File: config.mk
export PLATFORM = sky130hd
export DESIGN_NAME = shape_rasterizer_flat
export DESIGN_NICKNAME = d
export VERILOG_FILES = /design/src/rtl/shape_rasterizer_if.sv /design/src/rtl/shape_rasterizer.sv /design/src/flat_wrapper.sv
export SDC_FILE = /design/constraint.sdc
export NUM_CORES = 1
export LEC_CHECK = 0
export BUFFER_PORTS_ARGS = -buffer_cell sky130_fd_sc_hd__buf_2
export CAP_MARGIN = 0
export CELL_PAD_IN_SITES_DETAIL_PLACEMENT = 1
export CELL_PAD_IN_SITES_GLOBAL_PLACEMENT = 1
export CORE_UTILIZATION = 45
export CTS_BUF_LIST = sky130_fd_sc_hd__clkbuf_8 sky130_fd_sc_hd__clkbuf_16
export CTS_CLUSTER_DIAMETER = 150
export DETAILED_ROUTE_END_ITERATION = 16
export GPL_TIMING_DRIVEN = 1
export PLACE_DENSITY = 0.89
export SLEW_MARGIN = 20
export SYNTH_ARGS = -nofsm -noshare
export SYNTH_HDL_FRONTEND = slang
export SYNTH_SLANG_ARGS = --single-unit
export TNS_END_PERCENT = 1
File: constraint.sdc
create_clock -name clk -period 4.98 [get_ports clk]
set_input_delay 0.249 -clock clk [delete_from_list [all_inputs] [get_ports clk]]
set_output_delay 0.249 -clock clk [all_outputs]
set_load 0.03 [all_outputs]
File: src/rtl/shape_rasterizer_if.sv
// Handshake and pixel bus between the GPU control unit and the shape rasterizer.
// The control unit is the master: it issues shape commands and acknowledges
// pixels. The rasterizer is the slave: it presents pixels and reports completion.
interface shape_rasterizer_if #(
   parameter int COORD_W = 10,
   parameter int COLOR_W = 8
);
   logic               new_shape;
   logic [1:0]         opcode;
   logic [COORD_W-1:0] x0;
   logic [COORD_W-1:0] y0;
   logic [COORD_W-1:0] x1;
   logic [COORD_W-1:0] y1;
   logic [COLOR_W-1:0] color;
   logic               send_data;
   logic               data_ready;
   logic [COORD_W-1:0] pixel_x;
   logic [COORD_W-1:0] pixel_y;
   logic [COLOR_W-1:0] pixel_color;
   logic               shape_done;

   modport master (
      output new_shape, opcode, x0, y0, x1, y1, color, send_data,
      input  data_ready, pixel_x, pixel_y, pixel_color, shape_done
   );

   modport slave (
      input  new_shape, opcode, x0, y0, x1, y1, color, send_data,
      output data_ready, pixel_x, pixel_y, pixel_color, shape_done
   );
endinterface

File: src/rtl/shape_rasterizer.sv
// Shape rasterizer: captures a point / line / filled-rectangle command and
// walks it one pixel per handshake. Lines use Bresenham; rectangles are walked
// row-major with x fastest. The pixel output registers double as the walk
// position, so they only move on the edge that enters EMIT.
module shape_rasterizer #(
   parameter int COORD_W = 10,
   parameter int COLOR_W = 8
) (
   input logic              clk,
   input logic              n_reset,
   shape_rasterizer_if.slave bus
);

   // Signed width wide enough for 2*err without overflow.
   localparam int SW = COORD_W + 2;
   localparam logic [COORD_W-1:0] ONE = COORD_W'(1);

   localparam logic [1:0] OP_POINT = 2'b00;
   localparam logic [1:0] OP_LINE  = 2'b01;
   localparam logic [1:0] OP_RECT  = 2'b10;

   typedef enum logic [2:0] {IDLE, SETUP, EMIT, STEP, DONE} state_t;

   state_t              state;
   logic [1:0]          op_reg;
   logic [COORD_W-1:0]  x0_reg, y0_reg, x1_reg, y1_reg;
   logic [COLOR_W-1:0]  color_reg;
   logic signed [SW-1:0] dx_reg, dy_reg, err_reg;
   logic                sx_neg_reg, sy_neg_reg;
   logic [COORD_W-1:0]  x_min_reg;
   logic [COORD_W-1:0]  end_x_reg, end_y_reg;

   logic [COORD_W-1:0]  adx, ady, x_lo, x_hi, y_lo, y_hi;
   logic signed [SW-1:0] dx_init, dy_init, err_init;
   logic signed [SW-1:0] e2, err_step;
   logic                step_x, step_y;
   logic [COORD_W-1:0]  line_x_next, line_y_next;
   logic                row_end;
   logic [COORD_W-1:0]  rect_x_next, rect_y_next;
   logic                is_last;

   // Walk setup terms from the captured vertices, and the next-pixel terms
   // from the current position.
   always_comb begin
      adx  = (x1_reg >= x0_reg) ? (x1_reg - x0_reg) : (x0_reg - x1_reg);
      ady  = (y1_reg >= y0_reg) ? (y1_reg - y0_reg) : (y0_reg - y1_reg);
      x_lo = (x1_reg < x0_reg) ? x1_reg : x0_reg;
      x_hi = (x1_reg < x0_reg) ? x0_reg : x1_reg;
      y_lo = (y1_reg < y0_reg) ? y1_reg : y0_reg;
      y_hi = (y1_reg < y0_reg) ? y0_reg : y1_reg;

      dx_init  = $signed({2'b00, adx});
      dy_init  = -$signed({2'b00, ady});
      err_init = dx_init + dy_init;

      // Both Bresenham decisions use the pre-step error term.
      e2       = err_reg <<< 1;
      step_x   = (e2 >= dy_reg);
      step_y   = (e2 <= dx_reg);
      err_step = err_reg + (step_x ? dy_reg : {SW{1'b0}})
                         + (step_y ? dx_reg : {SW{1'b0}});

      line_x_next = bus.pixel_x;
      if (step_x) line_x_next = sx_neg_reg ? (bus.pixel_x - ONE) : (bus.pixel_x + ONE);
      line_y_next = bus.pixel_y;
      if (step_y) line_y_next = sy_neg_reg ? (bus.pixel_y - ONE) : (bus.pixel_y + ONE);

      row_end     = (bus.pixel_x == end_x_reg);
      rect_x_next = row_end ? x_min_reg : (bus.pixel_x + ONE);
      rect_y_next = row_end ? (bus.pixel_y + ONE) : bus.pixel_y;

      // Every shape ends on its recorded end vertex.
      is_last = (bus.pixel_x == end_x_reg) && (bus.pixel_y == end_y_reg);
   end

   // Control FSM with registered outputs; new_shape aborts from any state.
   always_ff @(posedge clk or negedge n_reset) begin
      if (!n_reset) begin
         state           <= IDLE;
         op_reg          <= '0;
         x0_reg          <= '0;
         y0_reg          <= '0;
         x1_reg          <= '0;
         y1_reg          <= '0;
         color_reg       <= '0;
         dx_reg          <= '0;
         dy_reg          <= '0;
         err_reg         <= '0;
         sx_neg_reg      <= 1'b0;
         sy_neg_reg      <= 1'b0;
         x_min_reg       <= '0;
         end_x_reg       <= '0;
         end_y_reg       <= '0;
         bus.data_ready  <= 1'b0;
         bus.shape_done  <= 1'b0;
         bus.pixel_x     <= '0;
         bus.pixel_y     <= '0;
         bus.pixel_color <= '0;
      end else if (bus.new_shape) begin
         op_reg         <= bus.opcode;
         x0_reg         <= bus.x0;
         y0_reg         <= bus.y0;
         x1_reg         <= bus.x1;
         y1_reg         <= bus.y1;
         color_reg      <= bus.color;
         bus.data_ready <= 1'b0;
         bus.shape_done <= 1'b0;
         state          <= SETUP;
      end else begin
         case (state)
            IDLE: begin
            end
            SETUP: begin
               dx_reg     <= dx_init;
               dy_reg     <= dy_init;
               err_reg    <= err_init;
               sx_neg_reg <= (x1_reg < x0_reg);
               sy_neg_reg <= (y1_reg < y0_reg);
               x_min_reg  <= x_lo;
               if (op_reg == OP_POINT || op_reg == OP_LINE || op_reg == OP_RECT) begin
                  if (op_reg == OP_RECT) begin
                     bus.pixel_x <= x_lo;
                     bus.pixel_y <= y_lo;
                     end_x_reg   <= x_hi;
                     end_y_reg   <= y_hi;
                  end else begin
                     bus.pixel_x <= x0_reg;
                     bus.pixel_y <= y0_reg;
                     end_x_reg   <= (op_reg == OP_LINE) ? x1_reg : x0_reg;
                     end_y_reg   <= (op_reg == OP_LINE) ? y1_reg : y0_reg;
                  end
                  bus.pixel_color <= color_reg;
                  bus.data_ready  <= 1'b1;
                  state           <= EMIT;
               end else begin
                  // Reserved opcode: completes immediately with no pixels.
                  bus.shape_done <= 1'b1;
                  state          <= DONE;
               end
            end
            EMIT: begin
               if (bus.send_data) begin
                  bus.data_ready <= 1'b0;
                  if (is_last) begin
                     bus.shape_done <= 1'b1;
                     state          <= DONE;
                  end else begin
                     state <= STEP;
                  end
               end
            end
            STEP: begin
               if (op_reg == OP_LINE) begin
                  bus.pixel_x <= line_x_next;
                  bus.pixel_y <= line_y_next;
                  err_reg     <= err_step;
               end else begin
                  bus.pixel_x <= rect_x_next;
                  bus.pixel_y <= rect_y_next;
               end
               bus.data_ready <= 1'b1;
               state          <= EMIT;
            end
            DONE: begin
            end
            default: state <= IDLE;
         endcase
      end
   end

endmodule

File: src/flat_wrapper.sv
// flat-port wrapper written by rule: the top's interface ports become plain ports
module shape_rasterizer_flat 
#(
   parameter int COORD_W = 10,
   parameter int COLOR_W = 8
)
  (clk, n_reset, bus_new_shape, bus_opcode, bus_x0, bus_y0, bus_x1, bus_y1, bus_color, bus_send_data, bus_data_ready, bus_pixel_x, bus_pixel_y, bus_pixel_color, bus_shape_done);
  shape_rasterizer_if #(.COORD_W(COORD_W), .COLOR_W(COLOR_W)) bus_i ();
  input logic clk;
  input logic n_reset;
  input wire logic [$bits(bus_i.new_shape)-1:0] bus_new_shape;
  input wire logic [$bits(bus_i.opcode)-1:0] bus_opcode;
  input wire logic [$bits(bus_i.x0)-1:0] bus_x0;
  input wire logic [$bits(bus_i.y0)-1:0] bus_y0;
  input wire logic [$bits(bus_i.x1)-1:0] bus_x1;
  input wire logic [$bits(bus_i.y1)-1:0] bus_y1;
  input wire logic [$bits(bus_i.color)-1:0] bus_color;
  input wire logic [$bits(bus_i.send_data)-1:0] bus_send_data;
  output wire logic [$bits(bus_i.data_ready)-1:0] bus_data_ready;
  output wire logic [$bits(bus_i.pixel_x)-1:0] bus_pixel_x;
  output wire logic [$bits(bus_i.pixel_y)-1:0] bus_pixel_y;
  output wire logic [$bits(bus_i.pixel_color)-1:0] bus_pixel_color;
  output wire logic [$bits(bus_i.shape_done)-1:0] bus_shape_done;
  assign bus_i.new_shape = bus_new_shape;
  assign bus_i.opcode = bus_opcode;
  assign bus_i.x0 = bus_x0;
  assign bus_i.y0 = bus_y0;
  assign bus_i.x1 = bus_x1;
  assign bus_i.y1 = bus_y1;
  assign bus_i.color = bus_color;
  assign bus_i.send_data = bus_send_data;
  assign bus_data_ready = bus_i.data_ready;
  assign bus_pixel_x = bus_i.pixel_x;
  assign bus_pixel_y = bus_i.pixel_y;
  assign bus_pixel_color = bus_i.pixel_color;
  assign bus_shape_done = bus_i.shape_done;
  shape_rasterizer #(.COORD_W(COORD_W), .COLOR_W(COLOR_W)) u_core (.clk(clk), .n_reset(n_reset), .bus(bus_i));
endmodule
==> impl_metrics.json, run 1 <==
{
  "clk_path_buf_depth": 2,
  "wl_um": 36600,
  "synth_mux_area_frac": 0.0582,
  "powerDensity_mw_per_mm2": 612,
  "status": "finished, violations left",
  "cpMaxStageDelayCell": "a2111oi_1",
  "drive_gt1_frac": 0.147,
  "yosys_most_used_dff": "dfrtp_1",
  "syn_inst": 1324,
  "route.detailed.drc": 0,
  "r2r_cells": 18,
  "syn-cell-area_mm2": 0.0112,
  "crit_path_start_kind": "flip-flop",
  "start_util": 0.459,
  "fp-row-count": 57,
  "cap_violations": 0,
  "largest_register_ff_count": 12,
  "synth_xor_area_frac": 0.0476,
  "portBuffers": 83,
  "die_y_um": 159,
  "cts_tree": "built",
  "placed_cells": 1680,
  "grtUsageTotal": 0.290,
  "viasPerCell": 6.07,
  "cts_made_buffers": 17,
  "design.die.area_mm2": 0.0254,
  "crit_cells": 18,
  "path_clk_slew_ns": 0.07,
  "htree_levels": 4,
  "syn_avg_cell_area_um2": 8.42,
  "synth_simple_gate_area_frac": 0.162,
  "coreArea_mm2": 0.0243,
  "worstPathRequired_ns": 5.35,
  "area_growth_pct": 12.5,
  "ys_warn_count": 0,
  "cpPeakStageDelay_ns": 0.56,
  "synth-seq-cells": 148,
  "syn_nets": 1476,
  "ir_worst_vdd_uv": 312,
  "vias": 10400,
  "fin_skew_ns": 0.0159,
  "critPathKind": "flip-flop to flip-flop",
  "clock-root-buffer": "clkbuf_16",
  "grt_max_degree": 104,
  "fin_setup_tns_ns": 0,
  "synth_compound_area_frac": 0.212,
  "grt_pass1_vias": 10900,
  "layout_commonest_cell": "dfrtp_1",
  "worst-endpoint-arrival_ns": 5.16,
  "io-pin-count": 84,
  "critPathCaptureType": "flip-flop",
  "path_buf_inv": 1,
  "first_iter_violations": 870,
  "firstDrtPassIters": 5,
  "clk_latency_ns": 0.44,
  "violations": "negative hold slack",
  "nets": 1529,
  "yosysUniqueCellTypes": 78,
  "antennaDiodeCount": 0,
  "path_max_fanout": 10,
  "grt_busiest_layer": "met2",
  "grt-ovfl-total": 0,
  "antenna_found_initial": 0,
  "grt_pass1_wl_um": 58600,
  "drtAntennaViolNets": 0,
  "fmax_mhz": 209,
  "finalHoldViolations": 27,
  "fin_util": 0.516,
  "grt_use_met1": 0.365,
  "tightest_slew_ns": 1.02,
  "fin_crit_ns": 4.79,
  "power.leakage_nw": 5.80,
  "met2_usage": 0.505,
  "fin_crit_sh": 0.961,
  "slew-limit-headroom": 0.318,
  "hold_path.class": "primary input to asynchronous set/reset pin",
  "die_x_um": 159,
  "synth_top_family_by_area": "compound AO/OA/AOI/OAI gates",
  "gp_congestion": 0.920,
  "hold-worst-slack_ns": -0.0639,
  "path_delay_family": "compound AO/OA/AOI/OAI gates",
  "dp_hpwl_um": 26300,
  "synth-edff-count": 0,
  "slew_viol_final": 0,
  "synth.yosys.seq_area_share": 0.332,
  "fin_cells": 1714,
  "synth_fa_ha_area_frac": 0.121,
  "cts.sinks": 148,
  "hold_buffers": 0,
  "mostFrequentLayoutCells": "dfrtp_1 (147), nand2_1 (145), o21ai_0 (123)",
  "grt_use_met3": 0.0399,
  "wl_per_cell_um": 21.3,
  "ys_async_sr_fraction": 1.00,
  "crit_chain": "inv_1, ha_1, nand3_2, nand2b_4, a21o_2, a2111oi_1, a211oi_2, a211oi_1, nand3_1, xnor2_1, ha_1, o21a_1, nor2_1, a21oi_2, a31oi_2, nand2_1, mux2_1, nand3_1",
  "setup_violations": 0
}
[cell families (layout without fill, tap and decap cells)]
kind of cell / Yosys count / after routing
adders and majority gates: 98 / 98
and+or+nand+nor: 379 / 379
DFF: 148 / 148
AOI/OAI and AO/OA: 388 / 388
muxes: 61 / 61
buffers and inverters: 191 / 257
xor gates and xnor gates: 59 / 59
[per-layer routing]
metal  vias up  part of all wire
li1       4715                 -
met3        93             0.043
met2       318              0.50
met1      5273              0.42
met4         0             0.033
met5         -                 0
[synth_stat cells, drive strengths merged, types with 3 or more instances]
cell,n,area [µm²]
a221oi,7,61.3
a2111oi,5,50.0
nand2,146,556
a41oi,4,35.0
dfrtp,148,3700
nand2b,10,70.1
nor2,87,327
buf,19,106
o22ai,17,106
nor3,29,150
mux2,31,349
xor2,20,175
mux2i,30,300
clkbuf,54,203
nor4b,3,26.3
a211oi,15,113
o21ai,127,636
or3,7,48.8
a21boi,4,30.0
nor3b,6,45.0
and3,11,68.8
and2,9,58.8
o32ai,3,26.3
and4,3,26.3
nand3,27,140
a22o,4,35.0
ha,82,1030
inv,117,439
a21oi,117,589
nor4,10,83.8
nor2b,16,100
nand4,10,68.8
o21a,15,113
fa,16,320
o211ai,13,111
xnor2,38,333
o21bai,6,45.0
a22oi,3,22.5
a31oi,7,43.8
a21o,21,159
a311oi,3,26.3
[what timing repair did]
action,in CTS,in global routing
pin swaps,0,6
buffers inserted,0,2
endpoints found under the setup margin,1,5
gates resized for setup,2,20
[final cells by class]
cell class | count | area, µm²
tap | 324 | 405
clock inverter | 14 | 161
inverter | 118 | 443
fill | 2914 | 11800
multi-input combinational | 985 | 6800
clock buffer | 18 | 439
sequential | 148 | 3700
timing repair buffer | 107 | 602
[worst paths after layout]
path / start / to / slack [ns]
setup / recovery: u_core.y1_reg[5] / u_core.err_reg[10] / 0.19
hold / removal: n_reset / u_core.err_reg[4] / -0.06
setup reg to reg: u_core.y1_reg[5] / u_core.err_reg[10] / 0.19
hold reg to reg: u_core.x_min_reg[9] / u_core.x_min_reg[9] / 0.50
max in group asynchronous: n_reset / u_core.x0_reg[6] / 3.80
min in group clk: bus_y0[9] / u_core.y0_reg[9] / 0.02
[worst reg2reg max path, stage by stage, from the launching register on]
cell       delay, ns
dfrtp_1         0.40
inv_1           0.09
ha_1            0.52
nand3_2         0.16
nand2b_4        0.19
a21o_2          0.26
a2111oi_1       0.56
a211oi_2        0.14
a211oi_1        0.34
nand3_1         0.15
xnor2_1         0.36
ha_1            0.36
o21a_1          0.20
nor2_1          0.15
a21oi_2         0.07
a31oi_2         0.25
nand2_1         0.12
mux2_1          0.32
nand3_1         0.09
[where the power goes]
part | internal [mW] | switching, mW | leakage, nW
Combinational | 1.80 | 2.57 | 3.74
Sequential | 1.52 | 0.434 | 1.77
Clock | 0.729 | 0.619 | 0.290
Total | 4.06 | 3.62 | 5.80
[per-stage QoR]
stage / setup slack (ns) / power [mW] / instance area, µm²
after CTS: 0.0823 / 7.56 / 12500
after detailed placement: 0.129 / 6.14 / 11800
final: 0.194 / 7.68 / 12600
after global placement: 0.359 / 5.90 / 11800
after floorplan: 0.409 / 4.93 / 11200
after global routing: -0.0241 / 8.21 / 12600
No activity file was read; power rests on OpenSTA's default activity.
==> inputs of run 2 (changes only) <==
--- a/config.mk
+++ b/config.mk
@@ -13,7 +13,7 @@
 export CTS_BUF_LIST = sky130_fd_sc_hd__clkbuf_8 sky130_fd_sc_hd__clkbuf_16
 export CTS_CLUSTER_DIAMETER = 150
 export DETAILED_ROUTE_END_ITERATION = 16
-export GPL_TIMING_DRIVEN = 1
+export GPL_TIMING_DRIVEN = 0
 export PLACE_DENSITY = 0.89
 export SLEW_MARGIN = 20
 export SYNTH_ARGS = -nofsm -noshare
==> impl_metrics.json, run 2 (synthesized netlist as in run 1, its figures left out) <==
{
  "design.die.area_mm2": 0.0254,
  "start_util": 0.459,
  "die_y_um": 159,
  "grt_max_degree": 83,
  "antennaDiodeCount": 0,
  "setup_violations": 0,
  "cap_violations": 0,
  "gp_congestion": 0.948,
  "grt_pass1_vias": 11600,
  "grtUsageTotal": 0.325,
  "powerDensity_mw_per_mm2": 625,
  "worst-endpoint-arrival_ns": 5.27,
  "clk_latency_ns": 0.45,
  "ir_worst_vdd_uv": 282,
  "layout_commonest_cell": "dfrtp_1",
  "fin_skew_ns": 0.0182,
  "antenna_found_initial": 0,
  "cts_made_buffers": 17,
  "grt-ovfl-total": 0,
  "wl_um": 42000,
  "status": "finished, final reports clean",
  "worstPathRequired_ns": 5.28,
  "io-pin-count": 84,
  "dp_hpwl_um": 29600,
  "die_x_um": 159,
  "crit_path_start_kind": "flip-flop",
  "vias": 11100,
  "fmax_mhz": 201,
  "fill_cells": 2938,
  "fp-row-count": 57,
  "cts_tree": "built",
  "cts.sinks": 148,
  "power.leakage_nw": 5.90,
  "clk_path_buf_depth": 2,
  "slew_viol_final": 0,
  "largest_register_ff_count": 12,
  "nets": 1593,
  "fin_crit_ns": 4.98,
  "place_area_mm2": 0.0120,
  "firstDrtPassIters": 5,
  "grt_pass1_wl_um": 64100,
  "critPathCaptureType": "flip-flop",
  "path_max_fanout": 10,
  "finalHoldViolations": 0,
  "slew-limit-headroom": 0.336,
  "tightest_slew_ns": 0.996,
  "route.detailed.drc": 0,
  "drtAntennaViolNets": 0,
  "clock-root-buffer": "clkbuf_16",
  "portBuffers": 83,
  "fin_crit_sh": 1.00,
  "final_cell_area_mm2": 0.0129,
  "area_growth_pct": 15.3,
  "first_iter_violations": 971,
  "critPathKind": "flip-flop to flip-flop",
  "htree_levels": 4,
  "coreArea_mm2": 0.0243,
  "viasPerCell": 6.25,
  "drive_gt1_frac": 0.146,
  "mostFrequentLayoutCells": "dfrtp_1 (147), nand2_1 (145), o21ai_0 (122)",
  "hold-worst-slack_ns": 0.0114,
  "hold_path.class": "primary input to flip-flop",
  "path_clk_slew_ns": 0.07,
  "wl_per_cell_um": 23.6
}
-- run 2: final cells by class --
class,count,area [µm²],area share
flip-flops and latches,148,3700,0.288
clock buffers,19,453,0.0352
clock inverters,13,159,0.0124
inverters,118,443,0.0344
multi-input cells,985,6820,0.530
repair buffers,99,568,0.0442
plain buffers,72,313,0.0243
well taps,324,405,0.0315
-- run 2: through the flow --
stage,setup TNS [ns],worst slack [ns],std cells,util,total power [mW]
after floorplan,0,0.409,1324,-,4.93
after global placement,-0.754,-0.392,1731,0.492,5.88
after detailed placement,-1.28,-0.502,1732,0.494,6.17
after CTS,-0.0491,-0.0326,1770,0.523,7.75
after global routing,-0.181,-0.123,1778,0.529,8.52
final,0,0.00205,1778,0.529,8.04
-- run 2: final timing paths --
kind | start | to | slack [ns] | depth (start not counted)
setup reg to reg | u_core.x1_reg[0] | u_core.err_reg[9] | 0.002 | 21
hold reg to reg | u_core.bus.pixel_color[0] | u_core.bus.pixel_color[0] | 0.51 | 1
max in group asynchronous | n_reset | u_core.end_y_reg[4] | 3.79 | 3
hold / removal | bus_y1[5] | u_core.y1_reg[5] | 0.01 | 3
setup / recovery | u_core.x1_reg[0] | u_core.err_reg[9] | 0.002 | 21
min in group asynchronous | n_reset | u_core.err_reg[6] | 0.35 | 2
-- run 2: metal layers --
metal  part of all wire  track usage  up-vias
li1                   -            -     4848
met1               0.40        0.401     5615
met2               0.48        0.537      517
met3              0.066       0.0688      130
met4              0.049        0.163        0
met5                  0            0        -
-- run 2: worst max-delay path: stages (launching register included) --
cell and delay, ns:
dfrtp_1 0.45, inv_2 0.12, ha_1 0.20, inv_1 0.10, fa_1 0.50, a21o_1 0.24, a21oi_2 0.22, o211ai_1 0.24
nand2_1 0.20, buf_6 0.21, mux2i_4 0.31, inv_1 0.08, ha_1 0.29, a21o_1 0.20, a21oi_2 0.22, o21ai_0 0.16
a21oi_2 0.24, o21ai_1 0.16, a21o_1 0.20, a21oi_1 0.18, xor2_1 0.18, o21ai_0 0.10
-- run 2: timing repair --
action                                 CTS  global route
setup buffers                            6             8
setup endpoints to repair                7             5
gates resized for setup                 14            22
endpoints found under the hold margin   66             0
pin swaps                                4             8
hold buffers                             1             0
-- run 2: power by group --
group	internal (mW)	switching (mW)	total (mW)
sequential	1.52	0.341	1.87
combinational	1.93	2.85	4.79
clock	0.782	0.610	1.39
